==> src/rtl/ucsbece154a_controller_mc2_pkg.sv <==
// ucsbece154a_controller_mc2_pkg: shared encodings and per-state control vectors for the multicycle RV32I controller.
// Contents: FSM state enum, RV32I opcodes, ALUOp/ALUControl/ImmSrc/mux-select codes,
//           the control-vector struct and ctrl_of(), which maps a state to its control vector.
package ucsbece154a_controller_mc2_pkg;

    typedef enum logic [3:0] {
        S_FETCH    = 4'd0,
        S_DECODE   = 4'd1,
        S_MEMADR   = 4'd2,
        S_MEMREAD  = 4'd3,
        S_MEMWB    = 4'd4,
        S_MEMWRITE = 4'd5,
        S_EXECR    = 4'd6,
        S_ALUWB    = 4'd7,
        S_EXECI    = 4'd8,
        S_JAL      = 4'd9,
        S_BRANCH   = 4'd10,
        S_LUI      = 4'd11,
        S_JALRADR  = 4'd12,
        S_TRAP     = 4'd13
    } state_t;

    localparam logic [6:0] OP_LW     = 7'b0000011;
    localparam logic [6:0] OP_SW     = 7'b0100011;
    localparam logic [6:0] OP_R      = 7'b0110011;
    localparam logic [6:0] OP_I      = 7'b0010011;
    localparam logic [6:0] OP_BRANCH = 7'b1100011;
    localparam logic [6:0] OP_LUI    = 7'b0110111;
    localparam logic [6:0] OP_JAL    = 7'b1101111;
    localparam logic [6:0] OP_JALR   = 7'b1100111;

    localparam logic [1:0] ALUOP_MEM    = 2'b00;
    localparam logic [1:0] ALUOP_BRANCH = 2'b01;
    localparam logic [1:0] ALUOP_FUNCT  = 2'b10;

    localparam logic [2:0] ALU_ADD = 3'b000;
    localparam logic [2:0] ALU_SUB = 3'b001;
    localparam logic [2:0] ALU_AND = 3'b010;
    localparam logic [2:0] ALU_OR  = 3'b011;
    localparam logic [2:0] ALU_XOR = 3'b100;
    localparam logic [2:0] ALU_SLT = 3'b101;
    localparam logic [2:0] ALU_SLL = 3'b110;
    localparam logic [2:0] ALU_SRL = 3'b111;

    localparam logic [2:0] IMM_I = 3'b000;
    localparam logic [2:0] IMM_S = 3'b001;
    localparam logic [2:0] IMM_B = 3'b010;
    localparam logic [2:0] IMM_J = 3'b011;
    localparam logic [2:0] IMM_U = 3'b100;

    localparam logic [1:0] SRCA_PC    = 2'b00;
    localparam logic [1:0] SRCA_OLDPC = 2'b01;
    localparam logic [1:0] SRCA_A     = 2'b10;
    localparam logic [1:0] SRCB_B     = 2'b00;
    localparam logic [1:0] SRCB_IMM   = 2'b01;
    localparam logic [1:0] SRCB_4     = 2'b10;
    localparam logic [1:0] RES_ALUOUT = 2'b00;
    localparam logic [1:0] RES_DATA   = 2'b01;
    localparam logic [1:0] RES_ALU    = 2'b10;

    typedef struct packed {
        logic       pc_update;
        logic       branch;
        logic       ir_write;
        logic       mem_write;
        logic       reg_write;
        logic       adr_src;
        logic [1:0] alu_src_a;
        logic [1:0] alu_src_b;
        logic [1:0] result_src;
        logic [1:0] alu_op;
    } ctrl_t;

    function automatic ctrl_t ctrl_of(input state_t s);
        ctrl_t c;
        c = '0;
        case (s)
            S_FETCH: begin
                c.ir_write = 1'b1; c.pc_update = 1'b1; c.alu_src_a = SRCA_PC;
                c.alu_src_b = SRCB_4; c.result_src = RES_ALU; c.alu_op = ALUOP_MEM;
            end
            // Decode precomputes the branch/jal target OldPC+Imm into ALUOut
            S_DECODE:   begin c.alu_src_a = SRCA_OLDPC; c.alu_src_b = SRCB_IMM; end
            S_MEMADR:   begin c.alu_src_a = SRCA_A; c.alu_src_b = SRCB_IMM; end
            S_MEMREAD:  begin c.result_src = RES_ALUOUT; c.adr_src = 1'b1; end
            S_MEMWB:    begin c.result_src = RES_DATA; c.reg_write = 1'b1; end
            S_MEMWRITE: begin c.result_src = RES_ALUOUT; c.adr_src = 1'b1; c.mem_write = 1'b1; end
            S_EXECR:    begin c.alu_src_a = SRCA_A; c.alu_src_b = SRCB_B; c.alu_op = ALUOP_FUNCT; end
            S_ALUWB:    begin c.result_src = RES_ALUOUT; c.reg_write = 1'b1; end
            S_EXECI:    begin c.alu_src_a = SRCA_A; c.alu_src_b = SRCB_IMM; c.alu_op = ALUOP_FUNCT; end
            S_JAL: begin
                c.alu_src_a = SRCA_OLDPC; c.alu_src_b = SRCB_4;
                c.result_src = RES_ALUOUT; c.pc_update = 1'b1;
            end
            S_BRANCH: begin
                c.alu_src_a = SRCA_A; c.alu_src_b = SRCB_B; c.alu_op = ALUOP_BRANCH;
                c.result_src = RES_ALUOUT; c.branch = 1'b1;
            end
            S_LUI:      begin c.alu_src_b = SRCB_IMM; c.result_src = RES_ALU; c.reg_write = 1'b1; end
            S_JALRADR:  begin c.alu_src_a = SRCA_A; c.alu_src_b = SRCB_IMM; end
            default: c = '0;
        endcase
        return c;
    endfunction

endpackage

==> src/rtl/ucsbece154a_aludec_mc2.sv <==
// ucsbece154a_aludec_mc2: combinational ALU decoder and funct-legality check.
// Ports: alu_op_i (00 mem, 01 branch, 10 funct), funct3_i, funct7_i (IR[30]), op5_i (IR[5]);
//        alu_control_o ALU operation code, illegal_o funct encoding unsupported for R/I-type.
module ucsbece154a_aludec_mc2
    import ucsbece154a_controller_mc2_pkg::*;
#(
    parameter bit EN_EXT_OPS = 1'b1
) (
    input  logic [1:0] alu_op_i,
    input  logic [2:0] funct3_i,
    input  logic       funct7_i,
    input  logic       op5_i,
    output logic [2:0] alu_control_o,
    output logic       illegal_o
);

    logic ext;

    always_comb begin
        ext = funct3_i == 3'b001 || funct3_i == 3'b100 || funct3_i == 3'b101;
        illegal_o = funct3_i == 3'b011 || (funct3_i == 3'b101 && funct7_i) || (!EN_EXT_OPS && ext);
        case (funct3_i)
            3'b000:  alu_control_o = (funct7_i && op5_i) ? ALU_SUB : ALU_ADD;
            3'b001:  alu_control_o = ALU_SLL;
            3'b010:  alu_control_o = ALU_SLT;
            3'b100:  alu_control_o = ALU_XOR;
            3'b101:  alu_control_o = ALU_SRL;
            3'b110:  alu_control_o = ALU_OR;
            default: alu_control_o = ALU_AND;
        endcase
        if (alu_op_i == ALUOP_MEM) alu_control_o = ALU_ADD;
        else if (alu_op_i == ALUOP_BRANCH) alu_control_o = ALU_SUB;
    end

endmodule

==> src/rtl/ucsbece154a_controller_mc2.sv <==
// ucsbece154a_controller_mc2: multicycle RV32I control unit with memory handshake, trap and retired-instruction counter.
// Ports: clk, reset_n (async active-low); op_i/funct3_i/funct7_i from IR, zero_i from ALU, mem_ready_i memory done;
//        PCWrite_o/IRWrite_o (qualified combinationally), MemWrite_o, RegWrite_o, AdrSrc_o, ALUSrcA_o, ALUSrcB_o,
//        ResultSrc_o, ALUControl_o, ImmSrc_o datapath controls; illegal_o sticky trap flag; instret_o retired count.
module ucsbece154a_controller_mc2 #(
    parameter int INSTRET_W        = 32,
    parameter bit EN_MEM_HANDSHAKE = 1'b1,
    parameter bit EN_EXT_OPS       = 1'b1
) (
    input  logic                 clk,
    input  logic                 reset_n,
    input  logic [6:0]           op_i,
    input  logic [2:0]           funct3_i,
    input  logic                 funct7_i,
    input  logic                 zero_i,
    input  logic                 mem_ready_i,
    output logic                 PCWrite_o,
    output logic                 IRWrite_o,
    output logic                 MemWrite_o,
    output logic                 RegWrite_o,
    output logic                 AdrSrc_o,
    output logic [1:0]           ALUSrcA_o,
    output logic [1:0]           ALUSrcB_o,
    output logic [1:0]           ResultSrc_o,
    output logic [2:0]           ALUControl_o,
    output logic [2:0]           ImmSrc_o,
    output logic                 illegal_o,
    output logic [INSTRET_W-1:0] instret_o
);
    import ucsbece154a_controller_mc2_pkg::*;

    state_t               state_q, state_d;
    ctrl_t                ctrl_q, ctrl_d;
    logic                 illegal_q, illegal_d;
    logic [INSTRET_W-1:0] instret_q, instret_d;
    logic                 ready, funct_illegal, terminal;

    assign ready = EN_MEM_HANDSHAKE ? mem_ready_i : 1'b1;

    ucsbece154a_aludec_mc2 #(.EN_EXT_OPS(EN_EXT_OPS)) u_aludec (
        .alu_op_i      (ctrl_q.alu_op),
        .funct3_i      (funct3_i),
        .funct7_i      (funct7_i),
        .op5_i         (op_i[5]),
        .alu_control_o (ALUControl_o),
        .illegal_o     (funct_illegal)
    );

    always_comb begin
        state_d = S_TRAP;
        case (state_q)
            S_FETCH:    state_d = ready ? S_DECODE : S_FETCH;
            S_DECODE: begin
                case (op_i)
                    OP_LW, OP_SW: state_d = S_MEMADR;
                    OP_R:         state_d = funct_illegal ? S_TRAP : S_EXECR;
                    OP_I:         state_d = funct_illegal ? S_TRAP : S_EXECI;
                    OP_BRANCH:    state_d = (funct3_i == 3'b000 || (funct3_i == 3'b001 && EN_EXT_OPS)) ? S_BRANCH : S_TRAP;
                    OP_LUI:       state_d = S_LUI;
                    OP_JAL:       state_d = S_JAL;
                    OP_JALR:      state_d = EN_EXT_OPS ? S_JALRADR : S_TRAP;
                    default:      state_d = S_TRAP;
                endcase
            end
            S_MEMADR:   state_d = (op_i == OP_SW) ? S_MEMWRITE : S_MEMREAD;
            S_MEMREAD:  state_d = ready ? S_MEMWB : S_MEMREAD;
            S_MEMWRITE: state_d = ready ? S_FETCH : S_MEMWRITE;
            S_EXECR, S_EXECI, S_JAL:             state_d = S_ALUWB;
            S_JALRADR:                           state_d = S_JAL;
            S_MEMWB, S_ALUWB, S_BRANCH, S_LUI:   state_d = S_FETCH;
            default:                             state_d = S_TRAP;
        endcase
        terminal = state_q inside {S_MEMWB, S_MEMWRITE, S_ALUWB, S_BRANCH, S_LUI};
        instret_d = (terminal && state_d == S_FETCH) ? instret_q + INSTRET_W'(1) : instret_q;
        illegal_d = illegal_q | (state_d == S_TRAP);
        // Controls are registered one cycle early from the upcoming state
        ctrl_d = ctrl_of(state_d);
    end

    always_ff @(posedge clk or negedge reset_n) begin
        if (!reset_n) begin
            state_q   <= S_FETCH;
            ctrl_q    <= ctrl_of(S_FETCH);
            illegal_q <= 1'b0;
            instret_q <= '0;
        end else begin
            state_q   <= state_d;
            ctrl_q    <= ctrl_d;
            illegal_q <= illegal_d;
            instret_q <= instret_d;
        end
    end

    // Branch compares on zero for beq, on !zero for bne (funct3[0])
    assign PCWrite_o   = (ctrl_q.branch & (zero_i ^ funct3_i[0])) | (ctrl_q.pc_update & ((state_q != S_FETCH) | ready));
    assign IRWrite_o   = ctrl_q.ir_write & ready;
    assign MemWrite_o  = ctrl_q.mem_write;
    assign RegWrite_o  = ctrl_q.reg_write;
    assign AdrSrc_o    = ctrl_q.adr_src;
    assign ALUSrcA_o   = ctrl_q.alu_src_a;
    assign ALUSrcB_o   = ctrl_q.alu_src_b;
    assign ResultSrc_o = ctrl_q.result_src;
    assign ImmSrc_o    = (op_i == OP_SW) ? IMM_S : (op_i == OP_BRANCH) ? IMM_B :
                         (op_i == OP_JAL) ? IMM_J : (op_i == OP_LUI) ? IMM_U : IMM_I;
    assign illegal_o   = illegal_q;
    assign instret_o   = instret_q;

endmodule
==> config.mk <==
export PLATFORM = sky130hd
export DESIGN_NAME = ucsbece154a_controller_mc2
export DESIGN_NICKNAME = d
export VERILOG_FILES = /design/src/rtl/ucsbece154a_controller_mc2_pkg.sv /design/src/rtl/ucsbece154a_aludec_mc2.sv /design/src/rtl/ucsbece154a_controller_mc2.sv
export SDC_FILE = /design/constraint.sdc
export NUM_CORES = 1
export LEC_CHECK = 0
export CAP_MARGIN = 20
export CORE_MARGIN = 1
export CORE_UTILIZATION = 54
export CTS_CLUSTER_SIZE = 10
export DETAILED_ROUTE_END_ITERATION = 10
export PLACE_DENSITY = 0.9
export SYNTH_ARGS = -nofsm -noshare
export SYNTH_HDL_FRONTEND = slang
export SYNTH_HIERARCHICAL = 1
export SYNTH_SLANG_ARGS = --single-unit
==> constraint.sdc <==
create_clock -name clk -period 4.5 [get_ports clk]
set_clock_uncertainty 0.1 [all_clocks]
set_input_delay 0.9 -clock clk [delete_from_list [all_inputs] [get_ports clk]]
set_output_delay 0.9 -clock clk [all_outputs]
set_load 0.02 [all_outputs]
==> qor.txt <==
PwrDens -> 493 nW/um^2
Register-to-Register Setup Slack -> 1910 ps
top cell type's share of synthesized area -> 40.9%
nets -> 358
top post-synthesis cells by area -> dfrtp_1, xnor2_1, xor2_1
leakage -> 0.00149 uW
largest net degree at the start of global routing -> 50
routed vias/inst -> 5.69
RSZ-0062 raised after global routing -> false
fin crit period -> 3750 ps
synthesized cell area -> 2820 sq um
fraction of layout cells with a size suffix above 1 -> 9.33%
Most Frequent Cell on Critical Path -> clkdlybuf4s50_1
Post-Syn Area per Cell -> 9.74 sq um
number of diodes -> 0
TritonCTS clock tree -> built
Layout area overhead -> 25.6%
via count -> 2332
crit share post-route -> 83.3%
pre-CTS setup slack -> 762 ps
vias in the first global route -> 2177
Synth Instances -> 289
initial core utilization -> 57.7%
maximum VDD drop -> 605 uV
syn_nets -> 305
I/O Buffers -> 64
worst reg2reg startpoint -> state_q[0]
setup_tns -> 0 ps
hold buffer count at cts -> 0
Starting DRT DRC Count -> 131
Max Cap Viol -> 0
DR DRC count -> 0
Max clock buf depth -> 2
Slew Limit Fails -> 0
fmax -> 267 MHz
htree depth -> 2
initial antenna violation count -> 0
critical path's slowest cell -> clkdlybuf4s50_1
Synth async-reset ratio -> 100%
final count of hold timing violations -> 0
worst-path cell chain -> clkdlybuf4s50_1 -> or3_1 -> a21oi_1 -> clkdlybuf4s50_1
worst reg2reg path depth -> 8
Setup crit end kind -> primary output
Tot GR Track Use -> 24.1%
global-route wire length before repair -> 10.2 mm
startpoint types -> input port
Core Rows -> 25
wire per inst -> 15.6 um
status -> finished, final reports clean
clock latency on the worst-skew pair -> 310 ps
Max-slew headroom -> 38.2%
Die Y -> 74.2 um
Clock transition at path regs -> 100 ps
hpwl dp -> 4.47 mm
final worst setup slack -> 752 ps
core area -> 4880 sq um
CTS resizes -> 0
final WL -> 6.40 mm
Num CTS Buffers -> 5
global route total overflow -> 0
Synth Flop Type -> dfrtp_1
clk root buf -> clkbuf_8
most frequent cells in the layout -> clkdlybuf4s50_1, dfrtp_1, nor2_1, nand3_1, xnor2_1
Syn. warnings -> 6
Required @ worst endpoint -> 3500 ps
Die X -> 74.2 um
placer congestion estimate -> 0.934
most common cell after layout, fill and taps aside -> clkdlybuf4s50_1
EDFF count, synth -> 0
worst hold path class -> input port to async pin
register bit total from synthesis -> 49
clk sink count -> 49
kind of critical path -> input port to primary output
die area -> 5510 sq um
Critical R2R Capture -> AdrSrc_o
CP arrival -> 2750 ps
# fillers -> 367
worst hold slack -> 325 ps
worst-margin pin slew -> 927 ps
post-synth cell types -> 58
io pins -> 65
Seq/Total Area, Yosys -> 43.7%
# setup viols final -> 0
Antenna Violating Nets Remaining -> 0
critical path peak fanout -> 14
post-CTS setup buffer count -> 0
dominant cell type by area after synthesis -> dfrtp_1
max incr delay on CP -> 640 ps
CP startpoint -> op_i[2]
drt first pass iters -> 4
==> critical path: cells and delay by family <==
| family | cells | cell delay, ps |
|---|---|---|
| buffers and inverters | 2 | 1260 |
| AOI/OAI and AO/OA | 1 | 150 |
| and+or+nand+nor | 1 | 440 |
==> layer usage <==
metal	track usage [%]	wire (um)	up-vias
li1	-	-	1131
met1	32.6	2790	1138
met2	40.0	3310	56
met3	4.07	247	7
met4	6.84	56	0
met5	0	0	-
==> flip-flops by register name, indices dropped and copies added (netlist names) <==
signal,count
ALUSrcB_o,2
ALUSrcA_o,2
state_q,4
ctrl_q,3
instret_o,32
RegWrite_o,1
AdrSrc_o,1
MemWrite_o,1
illegal_o,1
ResultSrc_o,2
==> stage by stage <==
stage	power, uW	cells	utilization [%]	cell area [sq um]
CTS	1740	409	72.1	3520
global route	1870	410	72.5	3540
floorplan	1250	289	-	2820
global placement	1450	401	70.2	3430
finish	1750	410	72.5	3540
detailed placement	1480	401	70.2	3430
==> Yosys cell counts (2+ instances only) <==
library cell	count
nand4_1	8
clkbuf_1	6
nor2_1	21
nand3_1	20
buf_2	5
nand2b_1	6
nor3b_1	2
a21oi_1	6
nand2_1	17
nor3_1	14
nand3b_1	4
nor4_2	2
dfstp_2	3
dfrtp_1	46
xor2_1	16
nor3_2	4
a22o_1	2
o21ai_0	10
and2_1	3
nor2b_1	6
and3_1	11
mux2_2	2
nor4_1	4
xnor2_1	19
buf_4	6
inv_1	7
or3_1	3
a31oi_1	3
a31o_2	2
a21o_1	3
==> area by class of cell <==
class | count | area (sq um) | area share [%]
tap | 67 | 83.8 | 2.37
inverter | 8 | 30.0 | 0.849
multi-input combinational | 213 | 1450 | 40.9
timing repair buffer | 65 | 656 | 18.5
sequential | 49 | 1230 | 34.8
clock buffer | 5 | 68.8 | 1.95
clock inverter | 3 | 21.3 | 0.601
==> logic make-up (layout without fill, tap and decap cells) <==
kind of cell	after synthesis	after routing	synth area share (%)
AOI/OAI and AO/OA	38	38	9.78
xor gates and xnor gates	35	35	10.9
adders and majority gates	1	1	0.444
buffers and inverters	27	81	4.89
DFF	49	49	43.7
muxes	3	3	1.16
and+or+nand+nor	136	136	29.2
==> worst max path at each step <==
| stage | end | cells after the start |
|---|---|---|
| after global routing | ImmSrc_o[1] | 5 |
| after detailed placement | ImmSrc_o[1] | 5 |
| after CTS | ImmSrc_o[1] | 5 |
| final | ImmSrc_o[0] | 4 |
| after global placement | ImmSrc_o[1] | 5 |
| after floorplan | ImmSrc_o[0] | 3 |
==> where the power goes <==
group	switching, uW	total, uW	internal (uW)
clock network	152	262	110
registers	93.7	626	532
logic	521	857	336
total	767	1750	979
No activity file was read; power rests on OpenSTA's default activity.
